==> src/rtl/icache.sv <==
// Direct-mapped read-only instruction cache with whole-line refill over a req/ack port.
// Define ICACHE_STATS_EN to add the hit_count/miss_count statistics ports.
module icache #(
    parameter int unsigned LINES = 16,
    parameter int unsigned WORDS = 4
) (
    input  logic        clk,
    input  logic        reset,
    input  logic [31:0] pc,
    output logic [31:0] instr,
    output logic        stall,
    input  logic        flush,
    output logic        mem_req,
    output logic [31:0] mem_addr,
    input  logic        mem_ack,
    input  logic [31:0] mem_rdata
`ifdef ICACHE_STATS_EN
    ,
    output logic [31:0] hit_count,
    output logic [31:0] miss_count
`endif
);

    localparam int unsigned OFF_W  = $clog2(WORDS);
    localparam int unsigned IDX_W  = $clog2(LINES);
    localparam int unsigned LINE_W = 30 - OFF_W;
    localparam int unsigned TAG_W  = LINE_W - IDX_W;

    typedef enum logic {StIdle, StRefill} state_e;

    state_e state_q, state_d;

    logic [LINES-1:0]  valid_q;
    logic [TAG_W-1:0]  tag_mem  [LINES];
    logic [31:0]       data_mem [LINES][WORDS];

    logic [LINE_W-1:0] line_q;
    logic [OFF_W-1:0]  cnt_q;
    logic              flush_seen_q;
    logic              mem_req_q;
    logic [31:0]       mem_addr_q;

    logic [OFF_W-1:0]  pc_off;
    logic [IDX_W-1:0]  pc_idx;
    logic [TAG_W-1:0]  pc_tag;
    logic [LINE_W-1:0] pc_line;
    logic [IDX_W-1:0]  ref_idx;
    logic [TAG_W-1:0]  ref_tag;
    logic              hit;
    logic              miss_start;
    logic              xfer;
    logic              last_word;
    logic              refill_done;
    logic              unused_pc;

    assign pc_off    = pc[OFF_W+1:2];
    assign pc_idx    = pc[OFF_W+2 +: IDX_W];
    assign pc_tag    = pc[31 -: TAG_W];
    assign pc_line   = pc[31:OFF_W+2];
    assign unused_pc = ^pc[1:0];

    assign ref_idx = line_q[IDX_W-1:0];
    assign ref_tag = line_q[LINE_W-1 -: TAG_W];

    assign hit         = valid_q[pc_idx] && (tag_mem[pc_idx] == pc_tag);
    // A flush in the same cycle as a miss suppresses the refill.
    assign miss_start  = (state_q == StIdle) && !hit && !flush;
    assign xfer        = (state_q == StRefill) && mem_req_q && mem_ack;
    assign last_word   = (cnt_q == OFF_W'(WORDS - 1));
    assign refill_done = xfer && last_word;

    assign mem_req  = mem_req_q;
    assign mem_addr = mem_addr_q;

    // FSM state register
    always_ff @(posedge clk or posedge reset) begin
        if (reset) begin
            state_q <= StIdle;
        end else begin
            state_q <= state_d;
        end
    end

    // FSM next-state logic
    always_comb begin
        state_d = state_q;
        unique case (state_q)
            StIdle: begin
                if (miss_start) begin
                    state_d = StRefill;
                end
            end
            StRefill: begin
                if (refill_done) begin
                    state_d = StIdle;
                end
            end
            default: state_d = StIdle;
        endcase
    end

    // FSM outputs: hits are served combinationally, everything else stalls with a NOP
    always_comb begin
        stall = 1'b1;
        instr = 32'h0000_0000;
        unique case (state_q)
            StIdle: begin
                if (hit) begin
                    stall = 1'b0;
                    instr = data_mem[pc_idx][pc_off];
                end
            end
            StRefill: begin
                stall = 1'b1;
            end
            default: stall = 1'b1;
        endcase
    end

    always_ff @(posedge clk or posedge reset) begin
        if (reset) begin
            valid_q      <= '0;
            line_q       <= '0;
            cnt_q        <= '0;
            flush_seen_q <= 1'b0;
            mem_req_q    <= 1'b0;
            mem_addr_q   <= '0;
        end else begin
            if (miss_start) begin
                line_q       <= pc_line;
                cnt_q        <= '0;
                flush_seen_q <= 1'b0;
                mem_req_q    <= 1'b1;
                mem_addr_q   <= {pc_line, {(OFF_W + 2){1'b0}}};
            end

            if (xfer) begin
                cnt_q      <= cnt_q + OFF_W'(1);
                mem_addr_q <= {line_q, cnt_q + OFF_W'(1), 2'b00};
                if (last_word) begin
                    mem_req_q <= 1'b0;
                end
            end

            if ((state_q == StRefill) && flush) begin
                flush_seen_q <= 1'b1;
            end

            // Later assignments take priority: flush clears everything last.
            if (miss_start) begin
                valid_q[pc_idx] <= 1'b0;
            end
            if (refill_done && !flush_seen_q && !flush) begin
                valid_q[ref_idx] <= 1'b1;
            end
            if (flush) begin
                valid_q <= '0;
            end
        end
    end

    // Tag and data arrays carry no reset; the valid bits guard them.
    always_ff @(posedge clk) begin
        if (xfer) begin
            data_mem[ref_idx][cnt_q] <= mem_rdata;
            if (last_word) begin
                tag_mem[ref_idx] <= ref_tag;
            end
        end
    end

`ifdef ICACHE_STATS_EN
    always_ff @(posedge clk or posedge reset) begin
        if (reset) begin
            hit_count  <= '0;
            miss_count <= '0;
        end else begin
            if ((state_q == StIdle) && hit) begin
                hit_count <= hit_count + 32'd1;
            end
            if (miss_start) begin
                miss_count <= miss_count + 32'd1;
            end
        end
    end
`else
    // Statistics disabled: no counters are built.
`endif

endmodule

==> config.mk <==
export PLATFORM = sky130hd
export DESIGN_NAME = icache
export DESIGN_NICKNAME = d
export VERILOG_FILES = /design/src/rtl/icache.sv
export SDC_FILE = /design/constraint.sdc
export NUM_CORES = 2
export LEC_CHECK = 0
export CAP_MARGIN = 10
export CORE_UTILIZATION = 56
export CTS_BUF_LIST = sky130_fd_sc_hd__clkbuf_16
export DETAILED_ROUTE_END_ITERATION = 10
export GPL_TIMING_DRIVEN = 0
export PLACE_DENSITY = 0.75
export SYNTH_ARGS = -nofsm -noshare
export SYNTH_HDL_FRONTEND = slang
export SYNTH_SLANG_ARGS = --single-unit
==> constraint.sdc <==
create_clock -name clk -period 4.95 [get_ports clk]
set_input_delay 0.99 -clock clk [delete_from_list [all_inputs] [get_ports clk]]
set_output_delay 0.99 -clock clk [all_outputs]
set_load 0.01 [all_outputs]
==> metrics.md <==
| Metric | Value |
|---|---|
| DRT Pass-1 Iters | `8` |
| Yosys warning count | `0` |
| PnR worst setup slack | `-0.559 ns` |
| Synth Flop Type | `edfxtp_1` |
| Routability cong. | `0.856` |
| CTS tree | `built` |
| CP max stage delay | `0.49 ns` |
| Global-route wire length before repair | `389000 microns` |
| # DRC | `0` |
| Syn Inst Count | `4006` |
| Synthesized area per cell | `24.1 sq um` |
| Final Cell Area | `114000 sq um` |
| Die W | `417 microns` |
| Total Power | `47.2 mW` |
| Vias in the first global route | `49800` |
| Rows | `151` |
| PwrDens | `415 nW/um^2` |
| Detailed Place HPWL | `164000 microns` |
| Io pins | `134` |
| Setup WS pre-CTS | `-3.79 ns` |
| Final worst-path cycle share | `1.11` |
| Reg power frac | `0.534` |
| Hold slack | `0.353 ns` |
| Hold Fails Final Rpt | `0` |
| Die ar. | `174000 sq um` |
| Via Count | `49100` |
| CTS root buffer | `clkbuf_16` |
| Max Clock Freq | `182 MHz` |
| Hold buffers post-CTS | `0` |
| Later-pin clock latency in the skew report | `0.90 ns` |
| Proportion of layout cells with a drive suffix above 1 | `0.353` |
| CTS Buf Count | `233` |
| Required @ worst endpoint | `3.96 ns` |
| RSZ-0062 raised after global routing | `yes` |
| Relative slew slack | `0.113` |
| GR Overflow Total | `0` |
| Worst slew pin tran | `1.33 ns` |
| P&R area growth vs syn | `18.1%` |
| Most frequent CP cell | `buf_6` |
| Net switching power | `11.4 mW` |
| Core box area | `170000 sq um` |
| Max Cap Viol | `0` |
| Peak supply drop | `0.422 mV` |
| Clock Path Buffers | `3` |
| LEAKAGE | `36.5 nW` |
| Pin count of the biggest net entering global routing | `65` |
| Switching portion of total power | `0.241` |
| WL per Instance | `39.8 microns` |
| Clock share of power | `0.370` |
| Post-synthesis sequential area ratio | `0.778` |
| Flops & latches, synth | `2509` |
| CP max FO | `10` |
| Max-slew violation count | `0` |
| Initial antenna violation count | `30` |
| Asr flop ratio synth | `0.0307` |
| Critical-path cell list | `buf_4 -> buf_6 -> nand2b_1 -> o22ai_1 -> o311ai_0 -> o21ai_1 -> a2111oi_4 -> nand4_1 -> buf_6 -> nor3_4 -> nand2b_4 -> buf_12 -> clkbuf_16 -> buf_8 -> nor2b_4 -> buf_6` |
| Worst Hold Class | `in2reg` |
| Arr. time, crit path | `4.52 ns` |
| Outcome | `finished with violations` |
| Post-synth cell types | `55` |
| Skew final | `0.0482 ns` |
| Final ANT Viol Nets | `0` |
| Crit path capture type | `output pin` |
| Failing checks | `setup timing` |
| Non-Filler Instances | `7071` |
| Clock tree sinks | `2509` |
| Initial drt markers | `7654` |
| Routed wire length | `281000 microns` |
| Nets@finish | `4647` |
| I/O Buffers | `124` |
| GR Util All Layers | `0.328` |
| Die height | `417 microns` |
| Mapped Area | `96400 sq um` |
| Vias per cell | `6.95` |
| Final worst path period need | `5.51 ns` |
| Placed cell count | `6546` |
| Comb pwr share | `0.096` |
| Slowest CP cell | `o311ai_0` |
| CTS H-Tree Depth | `4` |
| Starting Density | `0.566` |
| Placed inst area | `104000 sq um` |
| Worst-path clk slew | `0.06 ns` |
| Internal | `35.8 mW` |
| EDFF count, synth | `2432` |
| Setup violators final | `33` |
| CP Class | `in2out` |
| Critical Path Start Type | `input pin` |
==> layout by cell type (no fill, tap or decap), types with 21 or more instances in the layout <==
cell type and n:
clkbuf_8 33, a21oi_1 29, nor2_1 31, mux4_2 750, buf_8 25, buf_4 60
nor2_4 65, clkinv_1 62, clkinv_2 46, mux2i_1 76, buf_12 124, nor2b_4 21
buf_2 52, buf_16 35, clkbuf_1 26, nand2_1 37, mux2_2 42, edfxtp_1 2432
clkdlybuf4s50_1 58, dfrtp_1 77, clkbuf_16 261, inv_1 66, clkbuf_4 26, buf_6 70
nor2b_1 23
==> final timing paths <==
path / from / end / slack [ns] / depth (start not counted)
worst max-delay path: pc[7] / instr[13] / -0.56 / 16
worst min-delay path: mem_rdata[15] / data_mem[0][111] / 0.35 / 1
worst max register to register: mem_req / data_mem[4][114] / 1.06 / 6
worst min register to register: flush_seen_q / flush_seen_q / 0.53 / 1
max in group asynchronous: reset / line_q[11] / 3.80 / 3
min in group asynchronous: reset / mem_addr[21] / 0.49 / 2
==> critical path, delay by kind of cell <==
kind                   cells  cell delay, ns
AO/OA/AOI/OAI              4            1.25
AND/OR/NAND/NOR            5            1.08
buffers and inverters      7            1.15
==> per-layer routing <==
metal  GRT usage  wire length (microns)  vias to the layer above
met2       0.529                 137000                     4050
met5           0                    143                        -
met1       0.404                  90700                    25700
met4       0.174                  17800                       20
met3      0.0940                  35300                      936
li1            -                      -                    18400
==> layout make-up <==
| class | count | area [sq um] |
|---|---|---|
| antenna | 7 | 17.5 |
| buffer | 217 | 2560 |
| clock buffer | 236 | 5910 |
| clock inverter | 193 | 1370 |
| fill | 10000 | 56400 |
| inverter | 18 | 71.3 |
| multi-input combinational | 1261 | 21200 |
| sequential | 2509 | 75000 |
| tap | 2295 | 2870 |
| timing repair buffer | 335 | 4800 |
==> repair_timing <==
item                                    4_1_cts  5_1_grt
resized for setup                           662       19
buffers inserted                             64       11
endpoints found under the setup margin       90       33
hold endpoints to repair                      0        0
cloned                                       15        0
pin swaps                                     7        5
==> state kept, by name, indices dropped and copies added (netlist names) <==
signal        cells
tag_mem         384
mem_req           1
flush_seen_q      1
valid_q          16
mem_addr         29
line_q           28
cnt_q             1
state_q           1
data_mem       2048
==> power groups by stage <==
stage / Combinational, mW / Clock (mW) / Sequential (mW)
global route: 4.64 / 18.2 / 25.3
finish: 4.53 / 17.4 / 25.2
global placement: 3.63 / 0 / 25.6
detailed placement: 4.06 / 0 / 25.6
floorplan: 1.98 / 0 / 25.4
CTS: 4.38 / 17.3 / 25.2
==> kinds of logic after synthesis <==
logic type                 synth area share
adders and majority gates          0.000519
and+or+nand+nor                      0.0113
DFF                                   0.778
AOI/OAI and AO/OA                   0.00944
muxes                                 0.188
other                             0.0000389
buffers and inverters                0.0106
xor gates and xnor gates            0.00236
==> through the flow <==
stage / setup TNS (ns) / util
global route: -14.48 / 0.668
floorplan: 0 / -
detailed placement: -180.61 / 0.608
CTS: -8.62 / 0.667
finish: -14.04 / 0.668
global placement: -5202.77 / 0.591
==> cell usage after synthesis (3+ instances only) <==
library cell | instances | area, sq um
a2111oi_0 | 4 | 35.0
a21oi_1 | 29 | 145
a221oi_1 | 3 | 26.3
a22o_1 | 3 | 26.3
a22oi_1 | 15 | 113
and3_1 | 5 | 31.3
buf_1 | 54 | 203
buf_2 | 30 | 150
buf_4 | 10 | 75.1
buf_6 | 6 | 67.6
clkbuf_1 | 118 | 443
dfrtp_1 | 77 | 1930
edfxtp_1 | 2432 | 73000
ha_1 | 4 | 50.1
inv_1 | 17 | 63.8
mux2_2 | 42 | 473
mux2i_1 | 77 | 771
mux4_2 | 750 | 16900
nand2_1 | 37 | 139
nand2b_1 | 7 | 43.8
nand3_1 | 20 | 100
nand4_1 | 4 | 25.0
nor2_1 | 96 | 360
nor2b_1 | 44 | 275
nor3_1 | 3 | 15.0
nor4_1 | 6 | 37.5
o2111ai_1 | 4 | 35.0
o211ai_1 | 6 | 45.0
o21ai_0 | 19 | 95.1
o22ai_1 | 8 | 50.1
o311ai_0 | 10 | 87.6
o31ai_1 | 4 | 30.0
o32ai_1 | 7 | 61.3
or3_1 | 4 | 25.0
xnor2_1 | 13 | 114
xor2_1 | 13 | 114
(Power assumes the default switching activity.)
